--- src/rtl/pong_plotter.sv ---
// pong_plotter
//
// Pixel-write sequencer sitting between the Pong game logic and vga_adapter.
// A start pulse in IDLE captures the paddle and ball positions. The block then
// streams one pixel per cycle to the adapter: each object is optionally erased
// at its previous position and then drawn at its new one. Order: left paddle,
// right paddle, ball.
//
// Build option:
//   PONG_PLOTTER_ERASE_EN - when defined, ERASE_L/ERASE_R/ERASE_B states and the
//                           prev_* position registers exist. When undefined,
//                           LOAD goes straight to DRAW_L.
//
// Ports:
//   clk         in   1  clock
//   reset       in   1  synchronous, active-high reset
//   start       in   1  frame request, sampled only in IDLE
//   l_paddle_y  in   7  left paddle top row
//   r_paddle_y  in   7  right paddle top row
//   ball_x      in   8  ball left column
//   ball_y      in   7  ball top row
//   x           out  8  pixel column to the adapter
//   y           out  7  pixel row to the adapter
//   colour      out  3  pixel colour to the adapter
//   plot        out  1  adapter write enable
//   draw_state  out  2  00 none, 01 left paddle, 11 right paddle, 10 ball
//   busy        out  1  high in every state except IDLE
//   done        out  1  one-cycle pulse in the DONE state
module pong_plotter #(
  parameter int         PADDLE_W      = 4,
  parameter int         PADDLE_H      = 10,
  parameter int         BALL_S        = 4,
  parameter int         L_X           = 8,
  parameter int         R_X           = 148,
  parameter logic [2:0] PADDLE_COLOUR = 3'b111,
  parameter logic [2:0] BALL_COLOUR   = 3'b111
) (
  input  logic       clk,
  input  logic       reset,
  input  logic       start,
  input  logic [6:0] l_paddle_y,
  input  logic [6:0] r_paddle_y,
  input  logic [7:0] ball_x,
  input  logic [6:0] ball_y,
  output logic [7:0] x,
  output logic [6:0] y,
  output logic [2:0] colour,
  output logic       plot,
  output logic [1:0] draw_state,
  output logic       busy,
  output logic       done
);

  typedef enum logic [3:0] {
    S_IDLE,
    S_LOAD,
`ifdef PONG_PLOTTER_ERASE_EN
    S_ERASE_L,
    S_ERASE_R,
    S_ERASE_B,
`endif
    S_DRAW_L,
    S_DRAW_R,
    S_DRAW_B,
    S_DONE
  } state_t;

  localparam logic [7:0] PW8 = 8'(PADDLE_W);
  localparam logic [6:0] PH7 = 7'(PADDLE_H);
  localparam logic [7:0] BS8 = 8'(BALL_S);
  localparam logic [6:0] BS7 = 7'(BALL_S);
  localparam logic [7:0] LX8 = 8'(L_X);
  localparam logic [7:0] RX8 = 8'(R_X);

  localparam logic [1:0] DS_NONE = 2'b00;
  localparam logic [1:0] DS_L    = 2'b01;
  localparam logic [1:0] DS_R    = 2'b11;
  localparam logic [1:0] DS_B    = 2'b10;

  state_t     state_reg, state_next;
  logic [7:0] cx_reg, cx_next;
  logic [6:0] cy_reg, cy_next;

  logic [6:0] cur_l_y_reg, cur_r_y_reg, cur_ball_y_reg;
  logic [7:0] cur_ball_x_reg;
`ifdef PONG_PLOTTER_ERASE_EN
  logic [6:0] prev_l_y_reg, prev_r_y_reg, prev_ball_y_reg;
  logic [7:0] prev_ball_x_reg;
`endif

  // Per-state decode of the object being scanned.
  logic       active;
  logic [7:0] obj_w;
  logic [6:0] obj_h;
  logic [7:0] base_x;
  logic [6:0] base_y;
  logic [2:0] obj_colour;
  logic [1:0] obj_ds;
  state_t     after_obj;
  logic       last_pix;
  // One bit wider than the outputs so off-screen pixels can be detected.
  logic [8:0] sum_x;
  logic [7:0] sum_y;

  always_comb begin
    active     = 1'b0;
    obj_w      = 8'd0;
    obj_h      = 7'd0;
    base_x     = 8'd0;
    base_y     = 7'd0;
    obj_colour = 3'b000;
    obj_ds     = DS_NONE;
    after_obj  = S_IDLE;
    state_next = state_reg;

    case (state_reg)
      S_IDLE: begin
        if (start) state_next = S_LOAD;
      end
      S_LOAD: begin
`ifdef PONG_PLOTTER_ERASE_EN
        state_next = S_ERASE_L;
`else
        state_next = S_DRAW_L;
`endif
      end
`ifdef PONG_PLOTTER_ERASE_EN
      S_ERASE_L: begin
        active    = 1'b1;
        obj_w     = PW8;
        obj_h     = PH7;
        base_x    = LX8;
        base_y    = prev_l_y_reg;
        obj_ds    = DS_L;
        after_obj = S_DRAW_L;
      end
      S_ERASE_R: begin
        active    = 1'b1;
        obj_w     = PW8;
        obj_h     = PH7;
        base_x    = RX8;
        base_y    = prev_r_y_reg;
        obj_ds    = DS_R;
        after_obj = S_DRAW_R;
      end
      S_ERASE_B: begin
        active    = 1'b1;
        obj_w     = BS8;
        obj_h     = BS7;
        base_x    = prev_ball_x_reg;
        base_y    = prev_ball_y_reg;
        obj_ds    = DS_B;
        after_obj = S_DRAW_B;
      end
`endif
      S_DRAW_L: begin
        active     = 1'b1;
        obj_w      = PW8;
        obj_h      = PH7;
        base_x     = LX8;
        base_y     = cur_l_y_reg;
        obj_colour = PADDLE_COLOUR;
        obj_ds     = DS_L;
`ifdef PONG_PLOTTER_ERASE_EN
        after_obj  = S_ERASE_R;
`else
        after_obj  = S_DRAW_R;
`endif
      end
      S_DRAW_R: begin
        active     = 1'b1;
        obj_w      = PW8;
        obj_h      = PH7;
        base_x     = RX8;
        base_y     = cur_r_y_reg;
        obj_colour = PADDLE_COLOUR;
        obj_ds     = DS_R;
`ifdef PONG_PLOTTER_ERASE_EN
        after_obj  = S_ERASE_B;
`else
        after_obj  = S_DRAW_B;
`endif
      end
      S_DRAW_B: begin
        active     = 1'b1;
        obj_w      = BS8;
        obj_h      = BS7;
        base_x     = cur_ball_x_reg;
        base_y     = cur_ball_y_reg;
        obj_colour = BALL_COLOUR;
        obj_ds     = DS_B;
        after_obj  = S_DONE;
      end
      S_DONE: begin
        state_next = S_IDLE;
      end
      default: begin
        state_next = S_IDLE;
      end
    endcase

    last_pix = active && (cx_reg == obj_w - 8'd1) && (cy_reg == obj_h - 7'd1);
    if (last_pix) state_next = after_obj;

    // Row-major scan; clipped pixels still take their cycle.
    cx_next = cx_reg;
    cy_next = cy_reg;
    if (state_reg == S_LOAD) begin
      cx_next = 8'd0;
      cy_next = 7'd0;
    end else if (active) begin
      if (cx_reg == obj_w - 8'd1) begin
        cx_next = 8'd0;
        cy_next = (cy_reg == obj_h - 7'd1) ? 7'd0 : cy_reg + 7'd1;
      end else begin
        cx_next = cx_reg + 8'd1;
      end
    end

    sum_x = {1'b0, base_x} + {1'b0, cx_reg};
    sum_y = {1'b0, base_y} + {1'b0, cy_reg};

    x          = active ? sum_x[7:0] : 8'd0;
    y          = active ? sum_y[6:0] : 7'd0;
    colour     = obj_colour;
    plot       = active && (sum_x <= 9'd159) && (sum_y <= 8'd119);
    draw_state = obj_ds;
    busy       = (state_reg != S_IDLE);
    done       = (state_reg == S_DONE);
  end

  always_ff @(posedge clk) begin
    if (reset) begin
      state_reg      <= S_IDLE;
      cx_reg         <= 8'd0;
      cy_reg         <= 7'd0;
      cur_l_y_reg    <= 7'd0;
      cur_r_y_reg    <= 7'd0;
      cur_ball_x_reg <= 8'd0;
      cur_ball_y_reg <= 7'd0;
`ifdef PONG_PLOTTER_ERASE_EN
      prev_l_y_reg    <= 7'd0;
      prev_r_y_reg    <= 7'd0;
      prev_ball_x_reg <= 8'd0;
      prev_ball_y_reg <= 7'd0;
`endif
    end else begin
      state_reg <= state_next;
      cx_reg    <= cx_next;
      cy_reg    <= cy_next;
      // Positions are captured on the edge that enters LOAD, so the frame
      // uses exactly the values present when start was accepted.
      if (state_reg == S_IDLE && start) begin
`ifdef PONG_PLOTTER_ERASE_EN
        prev_l_y_reg    <= cur_l_y_reg;
        prev_r_y_reg    <= cur_r_y_reg;
        prev_ball_x_reg <= cur_ball_x_reg;
        prev_ball_y_reg <= cur_ball_y_reg;
`endif
        cur_l_y_reg    <= l_paddle_y;
        cur_r_y_reg    <= r_paddle_y;
        cur_ball_x_reg <= ball_x;
        cur_ball_y_reg <= ball_y;
      end
    end
  end

endmodule
--- config.mk ---
export PLATFORM = sky130hd
export DESIGN_NAME = pong_plotter
export DESIGN_NICKNAME = d
export VERILOG_FILES = /design/src/rtl/pong_plotter.sv
export SDC_FILE = /design/constraint.sdc
export NUM_CORES = 1
export LEC_CHECK = 0
export ABC_AREA = 1
export CAP_MARGIN = 20
export CORE_ASPECT_RATIO = 0.8
export CORE_UTILIZATION = 57
export DETAILED_ROUTE_END_ITERATION = 7
export PLACE_DENSITY = 0.86
export SLEW_MARGIN = 20
export SYNTH_ARGS = -nofsm -noshare
export SYNTH_HDL_FRONTEND = slang
export SYNTH_SLANG_ARGS = --single-unit
--- constraint.sdc ---
create_clock -name clk -period 5.7 [get_ports clk]
set_input_delay 0.57 -clock clk [delete_from_list [all_inputs] [get_ports clk]]
set_output_delay 0.57 -clock clk [all_outputs]
set_load 0.01 [all_outputs]
==> impl_metrics.toml <==
[detailed_routing]
antenna_left = 0
wl_um = 6970
vias_per_cell = 5.39
drt_drc_violations_left = 0
avgRoutedWirePerCell_um = 12.9
vias = 2907
first_iter_violations = 143
first_pass_iters = 4

[floorplanning]
io_pins = 55
start_util_pct = 61.7
die_w_um = 82.3
die-area_um2 = 5450
rows = 22
core_um2 = 4760
die_h_um = 66.2

[timing]
rsz0062_at_grt = "no"
setup_viol = 0
hold_viol = 0
finalMaxSlewViolations = 0
worstMarginPinSlew_ps = 830
fmax_ghz = 0.245
fin_skew_ps = 5.49
period_needed_ps = 4090
timing.final.crit_share_pct = 71.7
hold_ws_ps = 454
slew_headroom_pct = 44.7
tns_ps = 0

[global_route]
grt_max_degree = 52
grt_pass1_wl_um = 11800
grtUsageTotal_pct = 28.3
grt_pass1_vias = 2656
grt-ovfl-total = 0
antenna_found_initial = 0

[setup_path]
reg2reg_setup_slack_ps = 2580
crit_path_start_kind = "flip-flop"
rr_worst_depth = 11
cp_max_fo = 18
rr_endpoint = "cy_reg[6]"
worstSetupEndpointType = "output port"
cp.required_ps = 5130
r2r_start = "state_reg[1]"
arrival_ps = 3520
critPathKind = "flip-flop to output port"

[placed_design]
dpl.hpwl_um = 5450
numPortBuffers = 54
post-place-cells = 531
place_area_um2 = 3480
gp_congestion = 0.895

[power]
peakVddDrop_mv = 0.176
power_density_nw_per_um2 = 234
total_power_mw = 0.837
p_leak_nw = 1.54

[clocking]
htreeDepth = 2
cts_tree = "done"
cts_setup_buffers = 0
cts_buffers = 5
clk_latency_ps = 300
ctsResizeCount = 0
cts.sinks = 47
clock-root-buffer = "clkbuf_8"
cts.reportedPaths.clkPinSlew_ps = 90
clockBufferDepth = 2
hold_buffers = 0

[run_status]
status = "complete, no violations"

[final_layout]
final_cell_mix = "nand2_1, inv_1, clkdlybuf4s50_1, a21oi_1, dfxtp_1"
drive_gt1_share_pct = 5.85
final_cells = 539
area_delta_synth_final_pct = 21.9
final_common_cell = "nand2_1"
diodes = 0
nets = 531
design_area_um2 = 3580

[yosys]
yosysWarnings = 0
syn_area_um2 = 2940
syn_nets = 484
ys_seq_elements = 47
ys_seq_area_share_pct = 32.0
synth_top_cell_by_area = "dfxtp_1"
ys_types = 34
syn_inst = 431
synth_area_leaders = "dfxtp_1, nand2_1, ha_1"
synth_area_per_cell_um2 = 6.82
synth_top_area_share_pct = 32.0

[hold_path]
hp-start = "cur_ball_x_reg[3]"
hold_end = "cur_ball_x_reg[3]"
hold_class = "flip-flop to flip-flop"
holdPathStages = 2

[run]
cap_violations = 0
-- synth_stat cells, drive strengths merged --
cell / n
a21o: 1
a21oi: 47
a221oi: 1
a31oi: 1
buf: 9
clkbuf: 6
dfxtp: 47
fa: 2
ha: 19
inv: 62
nand2: 92
nand3: 25
nand3b: 3
nand4: 13
nor2: 49
nor3: 3
nor3b: 2
nor4: 1
o21a: 1
o21ai: 32
o221ai: 6
xnor2: 4
xor2: 5
-- logic make-up (layout without fill, tap and decap cells) --
family	after synthesis	after routing	share of synthesized area (%)
flip-flops	47	47	32.0
AO/OA/AOI/OAI	89	89	16.6
AND/OR/NAND/NOR	188	188	28.7
adder cells (fa/ha/maj)	21	21	9.45
buffers and inverters	77	125	10.6
XOR/XNOR	9	9	2.68
-- routing by layer --
metal | up-vias | track usage [%] | routed length [µm]
li1 | 1504 | - | -
met1 | 1312 | 34.7 | 3120
met2 | 81 | 48.2 | 3310
met3 | 10 | 6.21 | 406
met4 | 0 | 9.87 | 136
met5 | - | 0 | 0
-- power by group --
group          internal, mW  total (mW)  leakage [nW]  switching, mW
logic                0.0960       0.242          1.11          0.146
registers             0.364       0.380         0.385         0.0158
clock network        0.0991       0.215        0.0474          0.116
-- layout make-up --
| type | instances | area [µm²] |
|---|---|---|
| timing repair buffer | 55 | 548 |
| sequential | 47 | 941 |
| multi-input combinational | 307 | 1690 |
| clock buffer | 6 | 82.6 |
| inverter | 62 | 233 |
| tap | 60 | 75.1 |
| clock inverter | 2 | 16.3 |
| fill | 383 | 1180 |
-- per-stage QoR --
| step | worst slack [ps] | util, % |
|---|---|---|
| 2_1_floorplan | 2880 | - |
| 3_3_place_gp | 2080 | 73.2 |
| 3_5_place_dp | 1990 | 73.2 |
| 4_1_cts | 1650 | 75.2 |
| 5_1_grt | 1300 | 75.2 |
| 6_report | 1610 | 75.2 |
-- critical path, cell delays in order, from the launching register on --
cell and delay, ps:
dfxtp_1 360, nor2_1 190, nand2_1 360, o221ai_1 310, ha_1 220, inv_1 60
fa_1 390, nand3b_1 200, nand2_1 100, a21oi_1 70, xor2_1 190, nor2_1 60
nor2_1 150, clkdlybuf4s50_1 550
-- worst max-delay path by stage --
| stage | startpoint | to | slack (ps) | cells after the start |
|---|---|---|---|---|
| 6_report | state_reg[1] | plot | 1610 | 13 |
| 4_1_cts | state_reg[1] | plot | 1650 | 13 |
| 3_3_place_gp | state_reg[1] | plot | 2080 | 13 |
| 3_5_place_dp | state_reg[1] | plot | 1990 | 13 |
| 5_1_grt | state_reg[1] | plot | 1300 | 13 |
| 2_1_floorplan | state_reg[2] | plot | 2880 | 14 |
No activity file was read; power rests on OpenSTA's default activity.
